<file path="src/rtl/uart_tx_fifo.sv">
// uart_tx_fifo: 8N1 UART transmitter fed by a small circular-buffer FIFO; frames go out back-to-back.
// Define UART_TX_PARITY_EN to add an even-parity bit (8E1 frames).
`default_nettype none

module uart_tx_fifo #(
    parameter int CLKS_PER_BIT = 900,
    parameter int FIFO_DEPTH   = 4
) (
    input  logic                          clk,
    input  logic                          rst_n,
    input  logic [7:0]                    tx_data,
    input  logic                          tx_valid,
    output logic                          tx_ready,
    output logic                          tx,
    output logic                          busy,
    output logic [$clog2(FIFO_DEPTH):0]   fifo_count
);

    localparam int PW = $clog2(FIFO_DEPTH);
    localparam int CW = PW + 1;
    localparam int BW = $clog2(CLKS_PER_BIT);
    localparam logic [BW-1:0] BAUD_LAST = BW'(CLKS_PER_BIT - 1);
    localparam logic [CW-1:0] DEPTH_C   = CW'(FIFO_DEPTH);

    typedef enum logic [2:0] {
        S_IDLE,
        S_START,
        S_DATA,
`ifdef UART_TX_PARITY_EN
        S_PARITY,
`endif
        S_STOP
    } state_t;

    state_t          state;
    logic [BW-1:0]   baud;
    logic [2:0]      bit_idx;
    logic [7:0]      shift;
`ifdef UART_TX_PARITY_EN
    logic            parity;
`endif

    logic [7:0]      mem [FIFO_DEPTH];
    logic [PW-1:0]   wr_ptr;
    logic [PW-1:0]   rd_ptr;
    logic [CW-1:0]   count;

    logic            push;
    logic            pop;
    logic            baud_last;
    logic [7:0]      head;

    assign tx_ready   = (count != DEPTH_C);
    assign push       = tx_valid && tx_ready;
    assign baud_last  = (baud == BAUD_LAST);
    assign head       = mem[rd_ptr];
    assign fifo_count = count;
    // Pop when idle, or on the last stop cycle so the next start bit follows without a gap.
    assign pop = (count != '0) &&
                 ((state == S_IDLE) || ((state == S_STOP) && baud_last));

    always_ff @(posedge clk) begin
        if (push) begin
            mem[wr_ptr] <= tx_data;
        end
    end

    always_ff @(posedge clk or negedge rst_n) begin
        if (!rst_n) begin
            wr_ptr <= '0;
            rd_ptr <= '0;
            count  <= '0;
        end else begin
            if (push) begin
                wr_ptr <= wr_ptr + PW'(1);
            end
            if (pop) begin
                rd_ptr <= rd_ptr + PW'(1);
            end
            case ({push, pop})
                2'b10:   count <= count + CW'(1);
                2'b01:   count <= count - CW'(1);
                default: count <= count;
            endcase
        end
    end

    // tx is registered from the current state, so the line trails the state by one clock;
    // every bit still lasts exactly CLKS_PER_BIT cycles.
    always_ff @(posedge clk or negedge rst_n) begin
        if (!rst_n) begin
            state   <= S_IDLE;
            baud    <= '0;
            bit_idx <= '0;
            shift   <= '0;
            tx      <= 1'b1;
            busy    <= 1'b0;
`ifdef UART_TX_PARITY_EN
            parity  <= 1'b0;
`endif
        end else begin
            busy <= push || (count != '0) || (state != S_IDLE);
            baud <= baud + BW'(1);
            case (state)
                S_IDLE: begin
                    tx   <= 1'b1;
                    baud <= '0;
                    if (pop) begin
                        shift <= head;
`ifdef UART_TX_PARITY_EN
                        parity <= ^head;
`endif
                        state <= S_START;
                    end
                end
                S_START: begin
                    tx <= 1'b0;
                    if (baud_last) begin
                        baud    <= '0;
                        bit_idx <= '0;
                        state   <= S_DATA;
                    end
                end
                S_DATA: begin
                    tx <= shift[0];
                    if (baud_last) begin
                        baud    <= '0;
                        shift   <= {1'b0, shift[7:1]};
                        bit_idx <= bit_idx + 3'd1;
                        if (bit_idx == 3'd7) begin
`ifdef UART_TX_PARITY_EN
                            state <= S_PARITY;
`else
                            state <= S_STOP;
`endif
                        end
                    end
                end
`ifdef UART_TX_PARITY_EN
                S_PARITY: begin
                    tx <= parity;
                    if (baud_last) begin
                        baud  <= '0;
                        state <= S_STOP;
                    end
                end
`endif
                S_STOP: begin
                    tx <= 1'b1;
                    if (baud_last) begin
                        baud <= '0;
                        if (pop) begin
                            shift <= head;
`ifdef UART_TX_PARITY_EN
                            parity <= ^head;
`endif
                            state <= S_START;
                        end else begin
                            state <= S_IDLE;
                        end
                    end
                end
                default: begin
                    tx    <= 1'b1;
                    baud  <= '0;
                    state <= S_IDLE;
                end
            endcase
        end
    end

endmodule

`default_nettype wire

</file>
<file path="config.mk">
export PLATFORM = sky130hd
export DESIGN_NAME = uart_tx_fifo
export DESIGN_NICKNAME = d
export VERILOG_FILES = /design/src/rtl/uart_tx_fifo.sv
export SDC_FILE = /design/constraint.sdc
export NUM_CORES = 1
export LEC_CHECK = 0
export ABC_CLOCK_PERIOD_IN_PS = 5390
export BUFFER_PORTS_ARGS = -buffer_cell sky130_fd_sc_hd__buf_2
export CAP_MARGIN = 20
export CELL_PAD_IN_SITES_DETAIL_PLACEMENT = 0
export CELL_PAD_IN_SITES_GLOBAL_PLACEMENT = 1
export CORE_MARGIN = 3
export CORE_UTILIZATION = 45
export CTS_CLUSTER_SIZE = 16
export DETAILED_ROUTE_END_ITERATION = 10
export PLACE_DENSITY = 0.76
export SLEW_MARGIN = 20
export SYNTH_ARGS = -nofsm -noshare
export SYNTH_HDL_FRONTEND = slang
export SYNTH_SLANG_ARGS = --single-unit
</file>
<file path="constraint.sdc">
create_clock -name clk -period 5.39 [get_ports clk]
set_input_delay 1.078 -clock clk [delete_from_list [all_inputs] [get_ports clk]]
set_output_delay 1.078 -clock clk [all_outputs]
set_load 0.1 [all_outputs]
</file>
# --- Word level (Yosys, flattened, before mapping) ---
# Memory sizes are Yosys's and may differ from the RTL's.
# Index checks and enable logic that the tools add are counted.
op_classes:
  addsub: 6
  eq_ne: 13
  mux: 20
  n_reduce_logical: 16
op_table:
  columns: ["cell", "n"]
  rows:
  - ["8-bit 2-to-1 mux", 3]
  - ["8-bit case mux with 3 select lines", 1]
  - ["3-bit 2-to-1 mux", 7]
  - ["10-bit 2-to-1 mux", 2]
  - ["3-bit case mux with 2 select lines", 2]
  - ["3-bit case mux with 4 select lines", 1]
  - ["10-bit by 1-bit adder with 10-bit output (second input constant)", 1]
  - ["10-bit == test (second input constant)", 1]
  - ["2-bit != test (second input constant)", 5]
  - ["3-bit nonzero test", 3]
  - ["3-bit by 1-bit adder with 3-bit output (second input constant)", 2]
  - ["3-bit by 2-bit == test with 1-bit output (second input constant)", 2]
  - ["3-bit AND reduction", 2]
  - ["5-bit AND reduction", 1]
  - ["2-bit by 1-bit adder with 2-bit output (second input constant)", 2]
  - ["2-bit nonzero test", 2]
  - ["3-bit by 1-bit == test with 1-bit output (second input constant)", 1]
  - ["3-bit == test (second input constant)", 1]
  - ["1-bit logical AND", 3]
  - ["3-bit zero test", 1]
  - ["1-bit logical OR", 3]
  - ["1-bit 2-to-1 mux", 3]
  - ["3-bit != test (second input constant)", 1]
  - ["3-bit OR reduction", 1]
  - ["4 further kinds", 4]
word_totals:
  ff_bits: 33
  mem_bits_rw: 32
  memories: 1
mem_list:
  columns: ["memory", "depth", "word_bits", "read_ports", "rd_ports_with_merged_regs", "wr", "line_no", "rtl"]
  rows:
  - ["mem", 4, 8, 1, 0, 1, "43", "logic [7:0] mem [FIFO_DEPTH];"]

# --- Depth between registers and ports, before layout ---
# Gate-level depths: netlist of the first run.
depth:
  ltp_word: 7
  depth_mapped: 12
  mapped_depth_nobuf: 10

# --- Worst setup path before layout of the first run ---
# OpenSTA, ideal clock, no wires.
synth_timing:
  kind: "reg-to-reg"
  from: "register count[2], in the netlist fifo_count[2]"
  to: "register count[2], in the netlist fifo_count[2]"
  setup_ns: 0.163
  arrival_ns: 3.546
  required_ns: 5.227
  slack_ns: 1.680
  path_stages_with_launch: 10
  n_path_buf: 0
  cell_sequence: "dfrtp_1 nand3_1 and2_1 inv_1 ha_1 inv_1 fa_1 xor2_1 nor2_1 xor2_1"
synth_between:
  elab_chain_cells: 4
synth_lines:
  columns: ["item", "line_no", "rtl"]
  rows:
  - ["from (decl)", "46", "logic [CW-1:0] count;"]
  - ["from (signal assigned)", "81", "2'b10: count <= count + CW'(1);"]
  - ["from (signal assigned)", "82", "2'b01: count <= count - CW'(1);"]
  - ["from (signal assigned)", "83", "default: count <= count;"]
  - ["3-bit != test *", "53", "assign tx_ready = (count != DEPTH_C);"]
  - ["net tx_ready", "13", "output logic tx_ready,"]
  - ["1-bit logical AND *", "54", "assign push = tx_valid && tx_ready;"]
  - ["2-bit by 1-bit == test with 1-bit output or 2-bit == test (tied branches)", "80", "case ({push, pop})"]
  - ["3-bit case mux with 2 select lines or 2-bit nonzero test (tied branches)", null, null]
# Mark *: on every way through the listed nets, which the timed path passes. The rest lies on a longest branch.
# A chain may end at the register's enable or synchronous reset.

# --- Final worst setup path of the first run ---
layout_timing:
  from: "register baud[0]"
  to: "register count[2], in the netlist fifo_count[2]"
layout_between:
  elab_chain_cells: 6
layout_lines:
  columns: ["item", "line_no", "rtl"]
  rows:
  - ["from (decl)", "36", "logic [BW-1:0] baud;"]
  - ["from (signal assigned)", "103", "baud <= baud + BW'(1);"]
  - ["10-bit == test *", "55", "assign baud_last = (baud == BAUD_LAST);"]
  - ["1-bit logical AND *", "60", "((state == S_IDLE) || ((state == S_STOP) && baud_last));"]
  - ["1-bit logical OR *", "60", null]
  - ["1-bit logical AND *", "59", "assign pop = (count != '0) &&"]
  - ["2-bit by 1-bit == test with 1-bit output or 2-bit == test (tied branches)", "80", null]
  - ["3-bit case mux with 2 select lines or 2-bit nonzero test (tied branches)", null, null]
# Mark *: on every way between the ends. The rest lies on a longest branch, timed or not.

==> run metrics, run 1 <==
run status finished, final reports clean; cell with the largest stage delay on the worst path dfrtp_1; final core utilization 51.90%; clock tree from TritonCTS done; relative area change from synthesis to final layout 9.436%; count of non-filler cells in the finished layout 319; clock insertion delay at the later pin of the skew report 0.34 ns; global route overflow 0; Routed Wire Length 5266 um; Period minus WS final 2.689 ns; buffer levels on the longest clock path 2; transition time at the pin with the least slew margin 0.8930 ns; critical path depth in cells 10; Sinks on Clock Net 64; commonest cells after routing, fill and taps aside edfxtp_1 (32), dfrtp_1 (31), nor2_1 (21), buf_2 (16); Synth cell types 49; routability-driven placement congestion ratio 0.7392; Sum Neg Setup Slack 0 ns; P_leak 1.332 nW; maximum net fanout on the critical path 10; top_reg_cell synth edfxtp_1; Hold Fails Final Rpt 0; worst min-delay path category reg2reg; initial cell density of the core 47.42%; post-synthesis average cell area 13.86 um^2; CTS hold repair buffers 0; number of optimization iterations in the first detailed-route pass 4; synthesized area 3063 um^2; Post-DRT Antenna Nets 0; leading cell type in the layout, fill and taps excluded edfxtp_1; sequential element share of the synthesized area 57.56%; area of the core 6459 um^2; count of flip-flops with a built-in enable after synthesis 32; initial antenna violation count 0; standard-cell row count 29; sequence of cells on the critical path ha_1 > nor4b_4 > a31o_2 > and2_4 > ha_1 > inv_1 > fa_1 > xor2_1 > nor2_1 > xor2_1; worst hold slack 0.4946 ns; number of instances in the synthesized netlist 221; post-DP HPWL 3556 um; Final nets 261; synthesized flop and latch total 64; Antenna Diode Count 0; Cells on Worst Hold Path 1; count of routing violations after the opening detailed-route iteration 143; H-tree level count 3; Yosys warning total 0; post-synthesis async set-or-reset flop share 50.00%; x dimension of the die 88.50 um; maximum number of pins on one net before global-route repair 33; vias after detailed routing 1788; Worst setup EP type flip-flop; period utilization 49.90%; die height 88.50 um; CP Class reg2reg; Top delay family on crit path adder cells; wire length of the first global-routing pass 9004 um; Clk pin slew, worst setup/hold paths 0.07 ns; arrival time of the worst setup path 2.95 ns; number of cells traversed by the worst register-to-register path 10; fraction of post-synthesis cell area in the top cell type by area 31.37%; number of slew-limit violations in the final report 0; CTS resizes 0; element type at the critical path start flip-flop; total setup violations reported at the end of the flow 0; worst vdd rail ir drop 0.4363 mV; Max-Slew Margin vs Limit 40.47%; maximum operating frequency 0.3718 GHz; worst clock skew on the final layout 0.008041 ns; unrepaired setup endpoints after global routing no; placed cell count 303; fill cell instance count of the final layout 564; Net Count, Synth 245; buffers and inverters on the worst path 1; DR vias/cell 5.605; number of buffers inserted by port buffering 16; library cell with the largest summed area after synthesis edfxtp_1; buffer type at the clock tree root clkbuf_8; dpl ws 2.715 ns; CP Data Required Time 5.65 ns; Max-cap violations 0; total power density per cell area 614.3 nW/um^2; Routed wire per std cell 16.51 um; most area-consuming cells after synthesis edfxtp_1 (31%), dfrtp_1 (25%), mux4_2 (5.9%), ha_1 (4.9%), nor2_1 (2.6%); GR Util All Layers 15.48%; I/O pin count 17; highest cell delay on the worst timing path 0.39 ns; post-layout worst setup margin 2.701 ns; number of clock buffers inserted by TritonCTS 9; vias in the first global route 1798; share of layout cells above drive strength 1 23.55%; area enclosed by the die boundary 7832 um^2; Setup Fix Bufs, Post-CTS 0; drc violations 0
metal layers:
layer	routed length [um]	part of all wire [%]	track usage, %
met5	0	0	0
met4	99	1.9	7.830
met3	162	3.1	3.445
met2	2262	43	20.39
met1	2742	52	23.77
final timing paths:
path,start,endpoint,slack [ns]
max,baud[0]$_DFF_PN0_,fifo_count[2]$_DFFE_PN0P_,2.70
min,baud[0]$_DFF_PN0_,baud[0]$_DFF_PN0_,0.49
max reg2reg,baud[0]$_DFF_PN0_,fifo_count[2]$_DFFE_PN0P_,2.70
min reg2reg,baud[0]$_DFF_PN0_,baud[0]$_DFF_PN0_,0.49
max in group asynchronous,rst_n,shift[5]$_DFFE_PN0P_,4.12
min in group asynchronous,rst_n,bit_idx[0]$_DFFE_PN0P_,0.79
per-stage QoR:
stage	total power [mW]	instance area, um^2
2_1_floorplan	1.485	3063
5_1_grt	2.201	3352
3_3_place_gp	1.619	3132
3_5_place_dp	1.627	3132
4_1_cts	2.079	3352
6_report	2.059	3352
state kept, by name, summed over array words and instances (netlist names):
signal,cells
baud,10
bit_idx,3
fifo_count,3
shift,8
tx,1
rd_ptr,2
mem,32
wr_ptr,2
busy,1
state,2
area by class of cell:
| class | instances | area (um^2) | area share [%] |
|---|---|---|---|
| Clock buffer | 9 | 123.9 | 3.695 |
| Multi-Input combinational cell | 133 | 1140 | 34.01 |
| Timing Repair Buffer | 17 | 87.58 | 2.613 |
| Inverter | 12 | 45.04 | 1.344 |
| Clock inverter | 7 | 96.34 | 2.874 |
| Tap cell | 77 | 96.34 | 2.874 |
| Sequential cell | 64 | 1763 | 52.59 |
power breakdown:
group	total (mW)	leakage (nW)	internal [mW]	switching, mW
clock network	0.447	0.103	0.260	0.187
logic	0.836	0.539	0.339	0.497
registers	0.777	0.690	0.662	0.115
cells in the mapped netlist, types with 2 or more instances:
master and instances:
edfxtp_1 32, dfrtp_1 31, nor2_1 21, ha_1 12, inv_1 12, nand2_1 9, xnor2_1 9, mux4_2 8
o2111ai_1 8, o311a_1 6, o32a_2 6, and3_1 5, nand3_1 5, xor2_1 5, buf_6 4, nor3_1 4
a32o_1 3, buf_2 3, o21ai_0 3, clkbuf_1 2, clkbuf_8 2, mux2_2 2, nand2b_1 2, or2_2 2
cell families after synthesis:
family	count (synthesis)	share of synthesized area, %
flip-flops	64	57.56
AND/OR/NAND/NOR	62	10.99
AO/OA/AOI/OAI	33	9.722
buffers and inverters	24	5.229
XOR/XNOR	14	4.003
adder cells (fa/ha/maj)	13	5.555
multiplexers	11	6.944
worst register-to-register path, stage by stage (launching register included):
cell	delay, ns
dfrtp_1	0.39
ha_1	0.23
nor4b_4	0.34
a31o_2	0.35
and2_4	0.25
ha_1	0.20
inv_1	0.06
fa_1	0.37
xor2_1	0.17
nor2_1	0.11
xor2_1	0.15
No activity file was read; power rests on OpenSTA's default activity.
==> run 2, diff against run 1 <==
--- a/config.mk
+++ b/config.mk
@@ -5,7 +5,8 @@
 export SDC_FILE = /design/constraint.sdc
 export NUM_CORES = 1
 export LEC_CHECK = 0
-export ABC_CLOCK_PERIOD_IN_PS = 5390
+export ABC_AREA = 1
+export ABC_CLOCK_PERIOD_IN_PS = 2700
 export BUFFER_PORTS_ARGS = -buffer_cell sky130_fd_sc_hd__buf_2
 export CAP_MARGIN = 20
 export CELL_PAD_IN_SITES_DETAIL_PLACEMENT = 0
@@ -14,7 +15,7 @@
 export CORE_UTILIZATION = 45
 export CTS_CLUSTER_SIZE = 16
 export DETAILED_ROUTE_END_ITERATION = 10
-export PLACE_DENSITY = 0.76
+export PLACE_DENSITY = 0.79
 export SLEW_MARGIN = 20
 export SYNTH_ARGS = -nofsm -noshare
 export SYNTH_HDL_FRONTEND = slang
==> constraint.sdc (replaced) <==
create_clock -name clk -period 2.7 [get_ports clk]
set_input_delay 0.54 -clock clk [delete_from_list [all_inputs] [get_ports clk]]
set_output_delay 0.54 -clock clk [all_outputs]
set_load 0.1 [all_outputs]
==> run 2 against run 1 <==
Compared with the run above:
- sequential share of layout area is 0.34 points lower
- utilization is 2.9 points higher
- cell area increased by 0.78%
- power is 94% higher
- critical path depth grew 3
- count of clock-buffer cells in the layout did not move
- maximum frequency is 14% higher
- combinational power rose by 97%
- setup slack got worse by 2.4 ns
- sequential power up 88%
- synthesized cell count increased by 34%
- largest power group unchanged
==> run metrics, run 2 <==
run status finished, final reports clean; Routed Wire Length 5383 um (+2.2%); relative area change from synthesis to final layout 13.59%; Period minus WS final 2.350 ns (-0.3393 ns); total power density per cell area 1185 nW/um^2 (+93%); Final nets 346 (+33%); vias after detailed routing 2000 (+12%); number of instances in the synthesized netlist 296 (+34%); sequential element share of the synthesized area 59.28% (+1.7 points); GR Util All Layers 15.72% (+0.25 points); Clk pin slew, worst setup/hold paths 0.07 ns (about the same); maximum net fanout on the critical path 8 (-2); wire length of the first global-routing pass 9073 um (+0.77%); total setup violations reported at the end of the flow 0 (unchanged); CP Data Required Time 2.96 ns (-2.69 ns); buffers and inverters on the worst path 3 (+2); buffer levels on the longest clock path 2 (unchanged); register ranked first by flip-flop count mem; Top delay family on crit path adder cells; drc violations 0 (unchanged); dpl cell area 3159 um^2 (+0.88%); FF/Latch Area 1765 um^2 (+0.14%); sequence of cells on the critical path inv_1 > ha_1 > nor2_1 > nor2_1 > nand2_4 > inv_1 > ha_1 > inv_1 > fa_1 > nor2_1 > nor2_1 > nand2_1 > xnor2_1; routability-driven placement congestion ratio 0.7605 (+2.9%); top_reg_cell synth edfxtp_1; area of the core 6166 um^2 (-4.5%); CTS resizes 0 (unchanged); critical path depth in cells 13 (+3); Antenna Diode Count 0 (unchanged); CP Class reg2reg; Yosys warning total 0 (unchanged); worst min-delay path category in2async; cell area after layout 3378 um^2 (+0.78%); H-tree level count 3 (unchanged); leading cell type in the layout, fill and taps excluded nand2_1; most frequent CP cell nor2_1; maximum number of pins on one net before global-route repair 33 (unchanged); fill cell instance count of the final layout 564 (unchanged); initial antenna violation count 0 (unchanged); maximum operating frequency 0.4255 GHz (+14%); arrival time of the worst setup path 2.61 ns (-0.34 ns); standard-cell row count 28 (-3.4%); number of clock buffers inserted by TritonCTS 9 (unchanged); post-DP HPWL 3707 um (+4.3%); Max-Slew Margin vs Limit 52.38% (+12 points); post-synthesis average cell area 10.05 um^2 (-28%); period utilization 87.04% (+37 points); total chip power 4.004 mW (+94%); die height 87.30 um (-1.4%); cell with the largest stage delay on the worst path dfrtp_1; DR vias/cell 4.975 (-11%); Sinks on Clock Net 64 (unchanged); library cell with the largest summed area after synthesis edfxtp_1; worst vdd rail ir drop 0.5581 mV (+28%); number of buffers inserted by port buffering 16 (unchanged); transition time at the pin with the least slew margin 0.7143 ns (-0.1786 ns); commonest cells after routing, fill and taps aside nand2_1 (81), nand3_1 (36), edfxtp_1 (32), dfrtp_1 (29), nor2_1 (27); Max-cap violations 0 (unchanged); Synth cell types 33 (-33%); most used standard cells in the synthesized netlist nand2_1 (81), nand3_1 (37), edfxtp_1 (32), dfrtp_1 (31), nor2_1 (27); initial cell density of the core 48.23% (+0.81 points); number of optimization iterations in the first detailed-route pass 4 (unchanged); area enclosed by the die boundary 7620 um^2 (-2.7%); worst clock skew on the final layout 0.008025 ns (-0.00001652 ns); unrepaired setup endpoints after global routing no; count of flip-flops with a built-in enable after synthesis 32 (unchanged); synthesized area 2974 um^2 (-2.9%); count of routing violations after the opening detailed-route iteration 74 (-48%); buffer type at the clock tree root clkbuf_8; clock insertion delay at the later pin of the skew report 0.34 ns (about the same); synthesized flop and latch total 64 (unchanged); max reg flops 32 (unchanged); Routed wire per std cell 13.39 um (-19%); CTS hold repair buffers 0 (unchanged); share of layout cells above drive strength 1 16.21% (-7.3 points); x dimension of the die 87.30 um (-1.4%); registers with the highest flip-flop counts mem: 32 flops, baud: 10 flops, shift: 8 flops; most area-consuming cells after synthesis edfxtp_1 (32%), dfrtp_1 (26%), nand2_1 (10%), nand3_1 (6.2%), ha_1 (5.0%); I/O pin count 17 (unchanged); Sum Neg Setup Slack 0 ns (unchanged); vias in the first global route 1887 (+4.9%); number of slew-limit violations in the final report 0 (unchanged); P_leak 1.522 nW (+14%); number of cells traversed by the worst register-to-register path 13 (+3); global route overflow 0 (unchanged); area used by multi-input combinational logic 1085 um^2 (-4.8%); clock tree from TritonCTS done; post-synthesis async set-or-reset flop share 50.00% (unchanged); most frequent cell after synthesis nand2_1; Worst setup EP type flip-flop; fraction of post-synthesis cell area in the top cell type by area 32.31% (+0.94 points); Hold Fails Final Rpt 0 (unchanged); Setup Fix Bufs, Post-CTS 0 (unchanged); element type at the critical path start flip-flop; Post-DRT Antenna Nets 0 (unchanged); Net Count, Synth 320 (+31%); highest cell delay on the worst timing path 0.42 ns (+0.03 ns)
## run 2: cell types whose count changed in the layout (fill, tap and decap cells not counted), sizes merged, moves of 6 or more
| cell | delta |
|---|---|
| mux4 | -8 |
| a21oi | +7 |
| o311a | -6 |
| nor2 | +9 |
| o32a | -6 |
| nand3 | +33 |
| nand2 | +76 |
| o2111ai | -8 |
| xnor2 | -6 |
| inv | +11 |
## run 2: worst paths after layout
| check | slack [ns] | startpoint | end |
|---|---|---|---|
| max | 0.35 | state[0]$_DFFE_PN0P_ | fifo_count[2]$_DFFE_PN0P_ |
| min | 0.25 | rst_n | bit_idx[1]$_DFFE_PN0P_ |
| max reg2reg | 0.35 | state[0]$_DFFE_PN0P_ | fifo_count[2]$_DFFE_PN0P_ |
| min reg2reg | 0.48 | shift[1]$_DFFE_PN0P_ | shift[1]$_DFFE_PN0P_ |
| max in group asynchronous | 1.95 | rst_n | fifo_count[2]$_DFFE_PN0P_ |
| min in group clk | 0.41 | tx_data[2] | mem[3][2]$_DFFE_PP_ |
## run 2: kinds of logic (layout without fill, tap and decap cells)
family	Yosys count	in the layout	share of synthesized area (%)
buffers and inverters	31	62	4.670
AO/OA/AOI/OAI	19	19	3.787
adder cells (fa/ha/maj)	13	13	5.721
AND/OR/NAND/NOR	162	162	24.49
XOR/XNOR	7	7	2.061
flip-flops	64	64	59.28
## run 2: worst register-to-register path: cells and delay by family (launching register included)
kind,cells,cell delay (ns)
and+or+nand+nor,6,0.64
xor gates and xnor gates,1,0.12
adders and majority gates,3,0.84
DFF,1,0.42
buffers and inverters,3,0.25
## run 2: stage by stage
stage / instances / util [%] / worst slack, ns / hold WS [ns]
after floorplan: 296 / - / 0.01109 / 0.2444
after global placement: 386 / 51.24 / 0.4857 / 0.4562
after detailed placement: 386 / 51.24 / 0.3708 / 0.4583
after CTS: 402 / 54.79 / 0.3495 / 0.2705
after global routing: 402 / 54.79 / 0.1161 / 0.3058
final: 402 / 54.79 / 0.3498 / 0.2540
## run 2: report_power, final
| group | total, mW | switching [mW] | internal, mW |
|---|---|---|---|
| clock | 0.896 | 0.375 | 0.521 |
| sequential | 1.46 | 0.155 | 1.30 |
| combinational | 1.65 | 1.16 | 0.490 |
## run 2: routing by layer
metal | wire (um) | vias up | GRT usage, %
li1 | - | 1030 | -
met1 | 2389 | 936 | 19.47
met2 | 2685 | 28 | 25.82
met3 | 239 | 6 | 5.676
met4 | 69 | 0 | 4.603
met5 | 0 | - | 0
## run 2: area by class of cell
| class | count | share of cell area (%) |
|---|---|---|
| well taps | 75 | 2.778 |
| repair buffers | 22 | 3.704 |
| multi-input cells | 201 | 32.11 |
| clock inverters | 7 | 2.815 |
| clock buffers | 9 | 3.667 |
| flip-flops and latches | 64 | 52.26 |
| inverters | 24 | 2.667 |
==> run 3, diff against run 2 <==
--- a/config.mk
+++ b/config.mk
@@ -6,9 +6,8 @@
 export NUM_CORES = 1
 export LEC_CHECK = 0
 export ABC_AREA = 1
-export ABC_CLOCK_PERIOD_IN_PS = 2700
+export ABC_CLOCK_PERIOD_IN_PS = 2200
 export BUFFER_PORTS_ARGS = -buffer_cell sky130_fd_sc_hd__buf_2
-export CAP_MARGIN = 20
 export CELL_PAD_IN_SITES_DETAIL_PLACEMENT = 0
 export CELL_PAD_IN_SITES_GLOBAL_PLACEMENT = 1
 export CORE_MARGIN = 3
==> constraint.sdc (replaced) <==
create_clock -name clk -period 2.2 [get_ports clk]
set_input_delay 0.44 -clock clk [delete_from_list [all_inputs] [get_ports clk]]
set_output_delay 0.44 -clock clk [all_outputs]
set_load 0.1 [all_outputs]
==> run 3 against run 2 <==
Compared with the run above:
- clock skew grew 0.0016 ns
- combinational power up 33%
- utilization increased by 1.8 points
- sequential power rose by 23%
- critical path type unchanged
- largest power group unchanged
==> run metrics, run 3 (same netlist as run 2, synthesis figures left out) <==
reg2reg end fifo_count[2]$_DFFE_PN0P_; total power density per cell area 1468 nW/um^2 (+24%); vias after detailed routing 2047 (+2.4%); Routed Wire Length 5420 um (+0.69%); Post-DRT Antenna Nets 0 (unchanged); Sinks on Clock Net 64 (unchanged); register ranked first by flip-flop count mem; final core utilization 56.64% (+1.8 points); wire length of the first global-routing pass 9487 um (+4.6%); Max-Slew Margin vs Limit 50.86% (-1.5 points); cell area after layout 3492 um^2 (+3.4%); run status finished, final reports clean; x dimension of the die 87.30 um (unchanged); initial antenna violation count 0 (unchanged); clock tree from TritonCTS done; Final nets 356 (+2.9%); Hold Fails Final Rpt 0 (unchanged); slack of the worst reg-to-reg path 0.16 ns (-0.19 ns); CP Data Required Time 2.47 ns (-0.49 ns); commonest cells after routing, fill and taps aside nand2_1 (80), nand3_1 (36), edfxtp_1 (32), dfrtp_1 (28), nor2_1 (26); Period minus WS final 2.037 ns (-0.3127 ns); routed wl met2 2617 um (-2.5%); Antenna Diode Count 0 (unchanged); maximum net fanout on the critical path 5 (-3); maximum number of pins on one net before global-route repair 33 (unchanged); worst min-delay path category in2async; topmost layer with routed signal wires met4; worst vdd rail ir drop 0.7323 mV (+31%); vias in the first global route 2019 (+7.0%); count of non-filler cells in the finished layout 412 (+2.5%); Routed wire per std cell 13.16 um (-1.8%); area enclosed by the die boundary 7620 um^2 (unchanged); CTS hold repair buffers 0 (unchanged); GR Util All Layers 16.73% (+1.0 points); maximum operating frequency 0.4908 GHz (+15%); area of the core 6166 um^2 (unchanged); met3 wire length 158 um (-34%); number of optimization iterations in the first detailed-route pass 5 (+1); standard-cell row count 28 (unchanged); worst clock skew on the final layout 0.009600 ns (+0.001575 ns); CP Class reg2reg; total setup violations reported at the end of the flow 0 (unchanged); clock insertion delay at the later pin of the skew report 0.35 ns (about the same); share of layout cells above drive strength 1 21.36% (+5.2 points); max reg flops 32 (unchanged); arrival time of the worst setup path 2.30 ns (-0.31 ns); drc violations 0 (unchanged); period utilization 92.61% (+5.6 points); count of routing violations after the opening detailed-route iteration 68 (-8.1%); met1 wire length 2521 um (+5.5%); routability-driven placement congestion ratio 0.8027 (+5.5%); dpl cell area 3236 um^2 (+2.4%); element type at the critical path start flip-flop; Worst setup EP type flip-flop; die height 87.30 um (unchanged); I/O pin count 17 (unchanged); Max-cap violations 0 (unchanged); transition time at the pin with the least slew margin 0.7371 ns (+0.02273 ns); global route overflow 0 (unchanged); placed cell count 393 (+1.8%); number of slew-limit violations in the final report 0 (unchanged); number of buffers inserted by port buffering 16 (unchanged); leading cell type in the layout, fill and taps excluded nand2_1; initial cell density of the core 48.23% (unchanged); number of cells traversed by the worst register-to-register path 14 (+1); buffer type at the clock tree root clkbuf_8; P_leak 1.567 nW (+3.0%); dpl ws 0.1096 ns (-0.2612 ns); fill cell instance count of the final layout 544 (-3.5%); relative area change from synthesis to final layout 17.42%; Clk pin slew, worst setup/hold paths 0.08 ns (about the same); number of clock buffers inserted by TritonCTS 9 (unchanged); registers with the highest flip-flop counts mem: 32 flops, baud: 10 flops, shift: 8 flops; post-layout worst setup margin 0.1625 ns (-0.1873 ns); DR vias/cell 4.968 (-0.13%); H-tree level count 3 (unchanged); buffer levels on the longest clock path 2 (unchanged); r2r startpoint baud[0]$_DFF_PN0_; post-DP HPWL 3698 um (-0.26%)
run 3: changes by cell type in the layout (fill, tap and decap cells not counted), sizes merged:
| cell | delta |
|---|---|
| buf | +10 |
| clkinv | -2 |
| clkinvlp | +1 |
| inv | +1 |
run 3: area by class of cell:
class	count	area, um^2	share of cell area, %
multi-input cells	201	1102	31.57
clock buffers	9	123.9	3.547
repair buffers	32	200.2	5.733
well taps	75	93.84	2.687
inverters	24	95.09	2.723
flip-flops and latches	64	1774	50.81
clock inverters	7	102.6	2.938
run 3: worst max-delay path: stages, from the launching register on:
cell     delay, ns
dfrtp_1       0.40
ha_2          0.21
nand2_1       0.07
nor2_2        0.12
nand3_4       0.09
nand2_4       0.08
nand2_4       0.04
inv_1         0.07
ha_1          0.14
inv_1         0.07
fa_2          0.34
nor2_1        0.11
nor2_1        0.04
nand2_1       0.07
xnor2_1       0.11
run 3: timing repair:
action / 4_1_cts / 5_1_grt
buffers inserted: 0 / 3
setup endpoints to repair: 0 / 2
resized for setup: 0 / 3
run 3: how the worst max path moves through the flow:
stage	from	endpoint	slack (ns)	cells past startpoint
after floorplan	fifo_count[1]$_DFFE_PN0P_	fifo_count[2]$_DFFE_PN0P_	0.005	10
after global placement	state[0]$_DFFE_PN0P_	fifo_count[2]$_DFFE_PN0P_	0.19	13
after detailed placement	state[1]$_DFFE_PN0P_	fifo_count[2]$_DFFE_PN0P_	0.11	13
after CTS	state[1]$_DFFE_PN0P_	fifo_count[2]$_DFFE_PN0P_	0.08	13
after global routing	baud[0]$_DFF_PN0_	fifo_count[2]$_DFFE_PN0P_	-0.03	14
final	baud[0]$_DFF_PN0_	fifo_count[2]$_DFFE_PN0P_	0.16	14
run 3: through the flow:
stage          power (mW)  setup TNS, ns  hold WS [ns]
6_report            5.128              0        0.1509
3_5_place_dp        3.989              0        0.4589
3_3_place_gp        3.950              0        0.4566
2_1_floorplan       3.471              0        0.1444
5_1_grt             5.548       -0.02785        0.2016
4_1_cts             5.139              0        0.1586
run 3: layer usage:
metal / GRT usage [%] / vias to the layer above
li1: - / 1047
met1: 20.50 / 967
met5: 0 / -
met2: 27.05 / 24
met4: 8.787 / 0
met3: 4.257 / 9
run 3: power by group:
group          total (mW)  internal [mW]  switching [mW]
clock network        1.14          0.649           0.487
registers            1.80           1.62           0.184
logic                2.19          0.710            1.48
